[src/rtl/riscv_muldiv_issue.sv]
// Core-side issue/writeback sequencer for the sequential RISC-V M-extension unit.
// Optional define MULDIV_RESULT_CACHE_EN adds a one-entry result cache.
module riscv_muldiv_issue #(
  parameter int XLEN            = 32,
  parameter int WATCHDOG_CYCLES = 40
) (
  input  logic            clock,
  input  logic            reset,
  input  logic            in_valid,
  output logic            in_ready,
  input  logic [2:0]      in_funct3,
  input  logic [XLEN-1:0] in_rs1,
  input  logic [XLEN-1:0] in_rs2,
  input  logic [4:0]      in_rd,
  input  logic            kill,
  output logic            md_enabled,
  output logic [2:0]      md_funct3,
  output logic [XLEN-1:0] md_s1,
  output logic [XLEN-1:0] md_s2,
  input  logic [XLEN-1:0] md_result,
  input  logic            md_wait,
  output logic            wb_valid,
  input  logic            wb_ready,
  output logic [4:0]      wb_rd,
  output logic [XLEN-1:0] wb_data,
  output logic            err_timeout
);

  localparam int WD_W = $clog2(WATCHDOG_CYCLES + 1);

  typedef enum logic [1:0] {IDLE, RUN, HOLD, DRAIN} state_t;

  state_t          state_q, state_d;
  logic [2:0]      funct3_q, funct3_d;
  logic [XLEN-1:0] rs1_q, rs1_d;
  logic [XLEN-1:0] rs2_q, rs2_d;
  logic [4:0]      rd_q, rd_d;
  logic [XLEN-1:0] wb_data_q, wb_data_d;
  logic [WD_W-1:0] wdog_q, wdog_d;
  logic            err_q, err_d;

  logic            div_by_zero;
  logic [WD_W-1:0] wdog_next;
  logic            wdog_expired;
  logic            cache_hit;
  logic [XLEN-1:0] cache_result;

  assign div_by_zero  = in_funct3[2] && (in_rs2 == '0);
  assign wdog_next    = wdog_q + 1'b1;
  assign wdog_expired = (wdog_next == WD_W'(WATCHDOG_CYCLES));

`ifdef MULDIV_RESULT_CACHE_EN
  logic            cache_valid_q, cache_valid_d;
  logic [2:0]      cache_f3_q, cache_f3_d;
  logic [XLEN-1:0] cache_rs1_q, cache_rs1_d;
  logic [XLEN-1:0] cache_rs2_q, cache_rs2_d;
  logic [XLEN-1:0] cache_res_q, cache_res_d;

  // Only results the unit really produced are remembered; kills and drains never fill.
  always_comb begin
    cache_valid_d = cache_valid_q;
    cache_f3_d    = cache_f3_q;
    cache_rs1_d   = cache_rs1_q;
    cache_rs2_d   = cache_rs2_q;
    cache_res_d   = cache_res_q;
    if (state_q == RUN && !md_wait && !kill) begin
      cache_valid_d = 1'b1;
      cache_f3_d    = funct3_q;
      cache_rs1_d   = rs1_q;
      cache_rs2_d   = rs2_q;
      cache_res_d   = md_result;
    end
  end

  always_ff @(posedge clock or posedge reset) begin
    if (reset) begin
      cache_valid_q <= 1'b0;
      cache_f3_q    <= '0;
      cache_rs1_q   <= '0;
      cache_rs2_q   <= '0;
      cache_res_q   <= '0;
    end else begin
      cache_valid_q <= cache_valid_d;
      cache_f3_q    <= cache_f3_d;
      cache_rs1_q   <= cache_rs1_d;
      cache_rs2_q   <= cache_rs2_d;
      cache_res_q   <= cache_res_d;
    end
  end

  assign cache_hit    = cache_valid_q && (in_funct3 == cache_f3_q) &&
                        (in_rs1 == cache_rs1_q) && (in_rs2 == cache_rs2_q);
  assign cache_result = cache_res_q;
`else
  assign cache_hit    = 1'b0;
  assign cache_result = '0;
`endif

  always_comb begin
    state_d   = state_q;
    funct3_d  = funct3_q;
    rs1_d     = rs1_q;
    rs2_d     = rs2_q;
    rd_d      = rd_q;
    wb_data_d = wb_data_q;
    wdog_d    = wdog_q;
    err_d     = err_q;
    case (state_q)
      IDLE: begin
        if (in_valid && !kill) begin
          funct3_d = in_funct3;
          rs1_d    = in_rs1;
          rs2_d    = in_rs2;
          rd_d     = in_rd;
          if (div_by_zero) begin
            wb_data_d = in_funct3[1] ? in_rs1 : '1;
            state_d   = HOLD;
          end else if (cache_hit) begin
            wb_data_d = cache_result;
            state_d   = HOLD;
          end else begin
            wdog_d  = '0;
            state_d = RUN;
          end
        end
      end
      RUN: begin
        wdog_d = wdog_next;
        if (!md_wait) begin
          if (kill) begin
            state_d = IDLE;
          end else begin
            wb_data_d = md_result;
            state_d   = HOLD;
          end
        end else if (wdog_expired) begin
          err_d   = 1'b1;
          state_d = IDLE;
        end else if (kill) begin
          // The unit cannot abort, so keep it enabled with the same operands until it finishes.
          state_d = DRAIN;
        end
      end
      DRAIN: begin
        wdog_d = wdog_next;
        if (!md_wait) begin
          state_d = IDLE;
        end else if (wdog_expired) begin
          err_d   = 1'b1;
          state_d = IDLE;
        end
      end
      HOLD: begin
        if (kill || wb_ready) state_d = IDLE;
      end
      default: state_d = IDLE;
    endcase
  end

  always_ff @(posedge clock or posedge reset) begin
    if (reset) begin
      state_q   <= IDLE;
      funct3_q  <= '0;
      rs1_q     <= '0;
      rs2_q     <= '0;
      rd_q      <= '0;
      wb_data_q <= '0;
      wdog_q    <= '0;
      err_q     <= 1'b0;
    end else begin
      state_q   <= state_d;
      funct3_q  <= funct3_d;
      rs1_q     <= rs1_d;
      rs2_q     <= rs2_d;
      rd_q      <= rd_d;
      wb_data_q <= wb_data_d;
      wdog_q    <= wdog_d;
      err_q     <= err_d;
    end
  end

  assign in_ready    = (state_q == IDLE);
  assign md_enabled  = (state_q == RUN) || (state_q == DRAIN);
  assign md_funct3   = funct3_q;
  assign md_s1       = rs1_q;
  assign md_s2       = rs2_q;
  assign wb_valid    = (state_q == HOLD);
  assign wb_rd       = rd_q;
  assign wb_data     = wb_data_q;
  assign err_timeout = err_q;

endmodule

[config.mk]
export PLATFORM = sky130hd
export DESIGN_NAME = riscv_muldiv_issue
export DESIGN_NICKNAME = d
export VERILOG_FILES = /design/src/rtl/riscv_muldiv_issue.sv
export SDC_FILE = /design/constraint.sdc
export NUM_CORES = 1
export LEC_CHECK = 0
export CAP_MARGIN = 20
export CORE_MARGIN = 1.5
export CORE_UTILIZATION = 45
export CTS_CLUSTER_DIAMETER = 200
export CTS_CLUSTER_SIZE = 16
export DETAILED_ROUTE_END_ITERATION = 7
export HOLD_SLACK_MARGIN = 0.03
export PLACE_DENSITY_LB_ADDON = 0.15
export SLEW_MARGIN = 20
export SYNTH_ARGS = -nofsm -noshare
export SYNTH_HDL_FRONTEND = slang
export SYNTH_SLANG_ARGS = --single-unit
[constraint.sdc]
create_clock -name clock -period 7.5 [get_ports clock]
set_input_delay 0.75 -clock clock [delete_from_list [all_inputs] [get_ports clock]]
set_output_delay 0.75 -clock clock [all_outputs]
set_load 0.02 [all_outputs]
-- After elaboration in Yosys (flattened, before gate mapping)
Cells that the tools add are included.
- add/subtract/negate cells: 1
- reduce and logical (&&, ||, !) cells: 15
- equality and inequality tests: 12
- muxes and demuxes: 19
- operator list (cell ; number):
    $mux 32 ; 5
    $pmux 32 s2 ; 1
    $logic_not 32->1 ; 1
    $mux 2 ; 9
    $mux 6 ; 2
    $pmux 6 s2 ; 1
    $pmux 2 s4 ; 1
    $add 6x1->6 const B ; 1
    $eq 6x6->1 const B ; 1
    $ne 2x1->1 const B ; 3
    $ne 2x2->1 const B ; 3
    $reduce_and 3->1 ; 2
    $reduce_and 5->1 ; 1
    $eq 2x2->1 const B ; 2
    $ne 4x4->1 const B ; 1
    $reduce_and 4->1 ; 1
    $reduce_bool 2->1 ; 2
    $ne 3x3->1 const B ; 1
    $eq 2x1->1 const B ; 1
    $logic_and 1x1->1 ; 2
    $logic_not 2->1 ; 1
    $logic_or 1x1->1 ; 2
    $reduce_and 2->1 ; 1
    $reduce_or 2->1 ; 1
    $logic_not 1->1 ; 1
- register bits: 113

-- Depth between registers and ports, before layout
- depth in word-level cells: 5
- mapped depth: 7
- mapped depth without buffers: 5

-- Worst setup path before layout
Ideal clock, no wire load.
- path type: in2reg
- start point: in in_rs2[26]
- end point: reg wb_data_q[0], in the netlist wb_data[0]
- data arrival time: 2.015 ns
- setup slack: 5.404 ns
- stages on the path: 6
- required time: 7.419 ns
- cells stage by stage: or3_1 -> nor4_4 -> nor2b_1 -> buf_2 -> buf_6 -> o22ai_2
- word-level cells in the longest chain between the ends: 4
- RTL lines (item ; line ; text):
    start, declared ; 13 ; input logic [XLEN-1:0] in_rs2,
    $logic_not 32->1 ; 48 ; assign div_by_zero = in_funct3[2] && (in_rs2 == '0);
    $logic_and 1x1->1 ; 48 ;
    $ne 2x1->1 (no line) ; -- ;
    $reduce_and 5->1 (no line) ; -- ;
    end signal, assigned ; 176 ; wb_data_q <= wb_data_d;
    end, declared ; 38 ; logic [XLEN-1:0] wb_data_q, wb_data_d;
No other way between the ends.
A chain may end at the register's enable or synchronous reset.

-- Worst setup path in the final report
- start point: in in_rs2[19]
- end point: reg wb_data_q[14], in the netlist wb_data[14]
The elaborated chain is that of the path after synthesis.

==> out/results.txt <==
Number of routed nets with antenna violations: 0. The run finished with clean final reports. The logs give 0 for the final-report setup violation count and 0 for the total of hold buffers inserted after clock tree synthesis. The proportion of layout cells with a drive suffix above 1 is 0.0996. Summed over all layers, the routed wires come to 15200 um. The relative slew slack was 0.431; the worst stage delay on the critical path was 0.49 ns. Dividing the synthesized area by the synthesized cell count gives 9.18 um^2.

The commonest cells after synthesis are 251 x sky130_fd_sc_hd__nand2_1, 113 x sky130_fd_sc_hd__dfrtp_1, 32 x sky130_fd_sc_hd__clkbuf_1, 32 x sky130_fd_sc_hd__nand3b_1, 32 x sky130_fd_sc_hd__o21ai_0. The TritonCTS sink count was 113. The clock passes through at most 2 buffers.

Prior to clock tree synthesis, the placed netlist has a worst setup slack of 3.65 ns. The initialized floorplan defines 38 standard-cell rows. The floorplan step defined a die boundary enclosing 12000 um^2. The run gives 7.82 ns as the required time of the worst setup path. Port buffering added 217 buffers.

In this run, the number of DRC markers left after iteration 0 of detailed routing was 268. After floorplanning, the core was sized to cover 10900 um^2. The tools report the initial core utilization as 0.467. The run gives 343 MHz as the peak clock frequency supported by timing. The critical path goes through clkdlybuf4s50_1, nor4_1, nand4_1, nor4_4, buf_4, nor2b_4, buf_12, o22ai_2. Entering global routing, the biggest net connects 73 pins. For this design the ratio of total power to cell area is 455 nW/um^2.

Max-slew violation count: 0. For the number of iterations in the first detailed-routing pass, the log shows 4. For the final database, setup skew stands at 0.00709 ns.

In the final timing run, aggregate negative setup slack is 0 ns. Setup repair after global routing left no endpoint under its margin. The post-synthesis net count came out at 668. For the initial antenna violation count, the log shows 0.

The post-synthesis cell count is 557. The worst IR drop on VDD is 0.229 mV. For the final number of hold-violating endpoints, the log shows 0.

In this design, the largest share of critical-path delay is due to buffers and inverters. Detailed placement finished with a half-perimeter wire length of 10400 um. The tools report the total standard cell area after synthesis as 5110 um^2. The leakage dissipation was 0.00367 uW; the peak fanout along the critical path was 33.

The H-tree generated during clock tree synthesis spans 4 levels. Buffers inserted during clock tree synthesis total 17. The predominant post-synthesis flop cell is sky130_fd_sc_hd__dfrtp_1. TritonCTS built the clock tree.

Data on the critical path arrives at its endpoint at 3.24 ns. The share of async-settable or async-resettable flops after synthesis was 1.00. Buffers added to address setup during post-CTS repair amount to 0. The worst register-to-register path begins at state_q[0]. The end point of the most critical hold path is md_s1[5]. In the routed layout, each cell is associated on average with a via count of 5.16. The slowest stage of the critical path is the sky130_fd_sc_hd__buf_4 cell.

The worst setup path is launched from a primary input. The period utilization came out at 0.389. During synthesis, Yosys emitted a total of 0 warnings. The total buffers and inverters traversed by the critical path was 3; the number of antenna diodes was 0. The register bit count reported by yosys is 113. Max-cap violations in this run came to 0. Worst hold path startpoint: md_s1[5].

The clock reaches the later pin of the worst-skew pair after 0.40 ns. The run gives 33 as the count of different cell masters after synthesis. The clock tree root buffer cell was sky130_fd_sc_hd__clkbuf_16.

The net count of the finished layout is 871. Pin placement for this block handled 218 I/O pins. The first global-routing pass estimated 23300 um of wire.

The tools report the reg-to-reg setup timing slack as 4.71 ns. In the post-synthesis netlist, the cell with the most instances is sky130_fd_sc_hd__nand2_1. The run gives 0.837 as the final weighted congestion of routability-driven global placement.

The tools report the global-route usage over all layers as 0.256. From synthesis to final layout, the design area changed by 57.2%. Counting I/O delays and the setup requirement, the final critical path takes 2.92 ns. In the post-synthesis netlist, the biggest area contributors are sky130_fd_sc_hd__dfrtp_1 55%, sky130_fd_sc_hd__nand2_1 18%, sky130_fd_sc_hd__o22ai_2 7.3%. The total of cells resized after clock tree synthesis was 0. For the proportion of synthesized chip area in sequential cells, the log shows 0.553. The depth of the most critical reg-to-reg path is 5. The synthesized design contains 0 enable-type register cells.

The number of global-route vias before repair was 4730; the area share of the leading cell type in the synthesized netlist was 0.553. The overall die width works out to 110 um. The clock-pin slew of the registers on the worst-case setup and hold paths came out at 0.05 ns.

In this run the worst hold path is classified as flip-flop to flip-flop. The worst setup margin came out at 4.58 ns. The sort of element at the end of the critical path is a flip-flop.

Of all cell types, the one taking the most synthesized area is sky130_fd_sc_hd__dfrtp_1. The tools report the capturing point of the worst reg2reg path as wb_data[14]. The number of vias after detailed routing is 4707, and the die span in y is 110 um. At the pin with the least slew margin, the transition time is 0.853 ns. Global routing finished with a remaining overflow of 0.

The worst hold path passes through 2 cells. The setup path with the least slack is of type primary input to flip-flop. In the final routed layout, each cell accounts on average for 16.6 um. In the routed design, unresolved DRC markers number 0.
## tightest hold or removal path: stages, from the launching register on
cell and delay, ns:
sky130_fd_sc_hd__dfrtp_1 0.34, sky130_fd_sc_hd__nand2_1 0.05, sky130_fd_sc_hd__nand2_1 0.05
## per-layer routing
| metal | track usage | part of all wire | vias to the layer above |
|---|---|---|---|
| met1 | 0.297 | 0.40 | 2241 |
| met5 | 0 | 0 | - |
| met4 | 0.125 | 0.029 | 0 |
| met3 | 0.0848 | 0.076 | 37 |
| li1 | - | - | 2245 |
| met2 | 0.426 | 0.49 | 184 |
## flip-flops by register name, summed over array words and instances, names as in the netlist
name and count:
err_timeout 1, wb_data 32, md_s1 32, md_funct3 3
state_q 2, wb_rd 5, wdog_q 6, md_s2 32
## layout make-up
type	instances	area, um^2
Sequential cell	113	2830
Fill cell	812	2900
Timing Repair Buffer	223	2230
Clock inverter	9	175
Clock buffer	23	498
Multi-Input combinational cell	403	2120
Inverter	2	10.0
Tap cell	140	175
## cells by family after synthesis
| family | synth area share |
|---|---|
| fa+ha+maj | 0.00245 |
| simple gates | 0.277 |
| flops | 0.553 |
| compound gates | 0.119 |
| mux | 0.00392 |
| buf+inv | 0.0355 |
| xor+xnor | 0.00857 |
## cell usage in the layout (no fill, tap or decap), types with 2 or more instances in the layout
cell | synthesis | routed
sky130_fd_sc_hd__clkbuf_16 | 0 | 17
sky130_fd_sc_hd__clkdlybuf4s50_1 | 0 | 217
sky130_fd_sc_hd__o21a_1 | 2 | 2
sky130_fd_sc_hd__nand4_1 | 4 | 4
sky130_fd_sc_hd__clkinvlp_4 | 0 | 2
sky130_fd_sc_hd__dfrtp_1 | 113 | 113
sky130_fd_sc_hd__nor2_1 | 14 | 14
sky130_fd_sc_hd__nand3b_1 | 32 | 32
sky130_fd_sc_hd__nor4_1 | 7 | 7
sky130_fd_sc_hd__o21ai_0 | 32 | 32
sky130_fd_sc_hd__o32a_1 | 2 | 2
sky130_fd_sc_hd__clkbuf_8 | 0 | 5
sky130_fd_sc_hd__xor2_1 | 4 | 4
sky130_fd_sc_hd__a21oi_1 | 2 | 2
sky130_fd_sc_hd__bufinv_16 | 0 | 5
sky130_fd_sc_hd__nand2_1 | 251 | 251
sky130_fd_sc_hd__o22ai_1 | 2 | 2
sky130_fd_sc_hd__o22ai_2 | 30 | 30
sky130_fd_sc_hd__clkinv_2 | 0 | 2
sky130_fd_sc_hd__buf_4 | 0 | 5
sky130_fd_sc_hd__mux2i_1 | 2 | 2
## how the worst max path moves through the flow
| stage | startpoint | to | slack [ns] | cells after the start |
|---|---|---|---|---|
| floorplan | reset | err_timeout | 3.76 | 1 |
| global placement | state_q[0] | wb_data[30] | 3.77 | 4 |
| detailed placement | state_q[0] | wb_data[30] | 3.65 | 4 |
| CTS | state_q[0] | wb_data[31] | 3.60 | 4 |
| global route | in_rs2[16] | wb_data[31] | 4.44 | 8 |
| finish | in_rs2[19] | wb_data[14] | 4.58 | 8 |
## where the power goes
part	switching [uW]	internal, uW
Clock	273	633
Combinational	890	764
Sequential	191	910
## per-stage QoR
stage | utilization | hold WS (ns) | power, uW | instances | area [um^2]
after global placement | 0.671 | 0.456 | 2710 | 880 | 7340
final | 0.735 | 0.470 | 3660 | 913 | 8040
after floorplan | - | 0.505 | 1950 | 557 | 5110
after detailed placement | 0.671 | 0.461 | 2750 | 880 | 7340
after CTS | 0.732 | 0.474 | 3680 | 912 | 8010
after global routing | 0.735 | 0.490 | 3850 | 913 | 8040
Power figures use the tool's default switching activity.
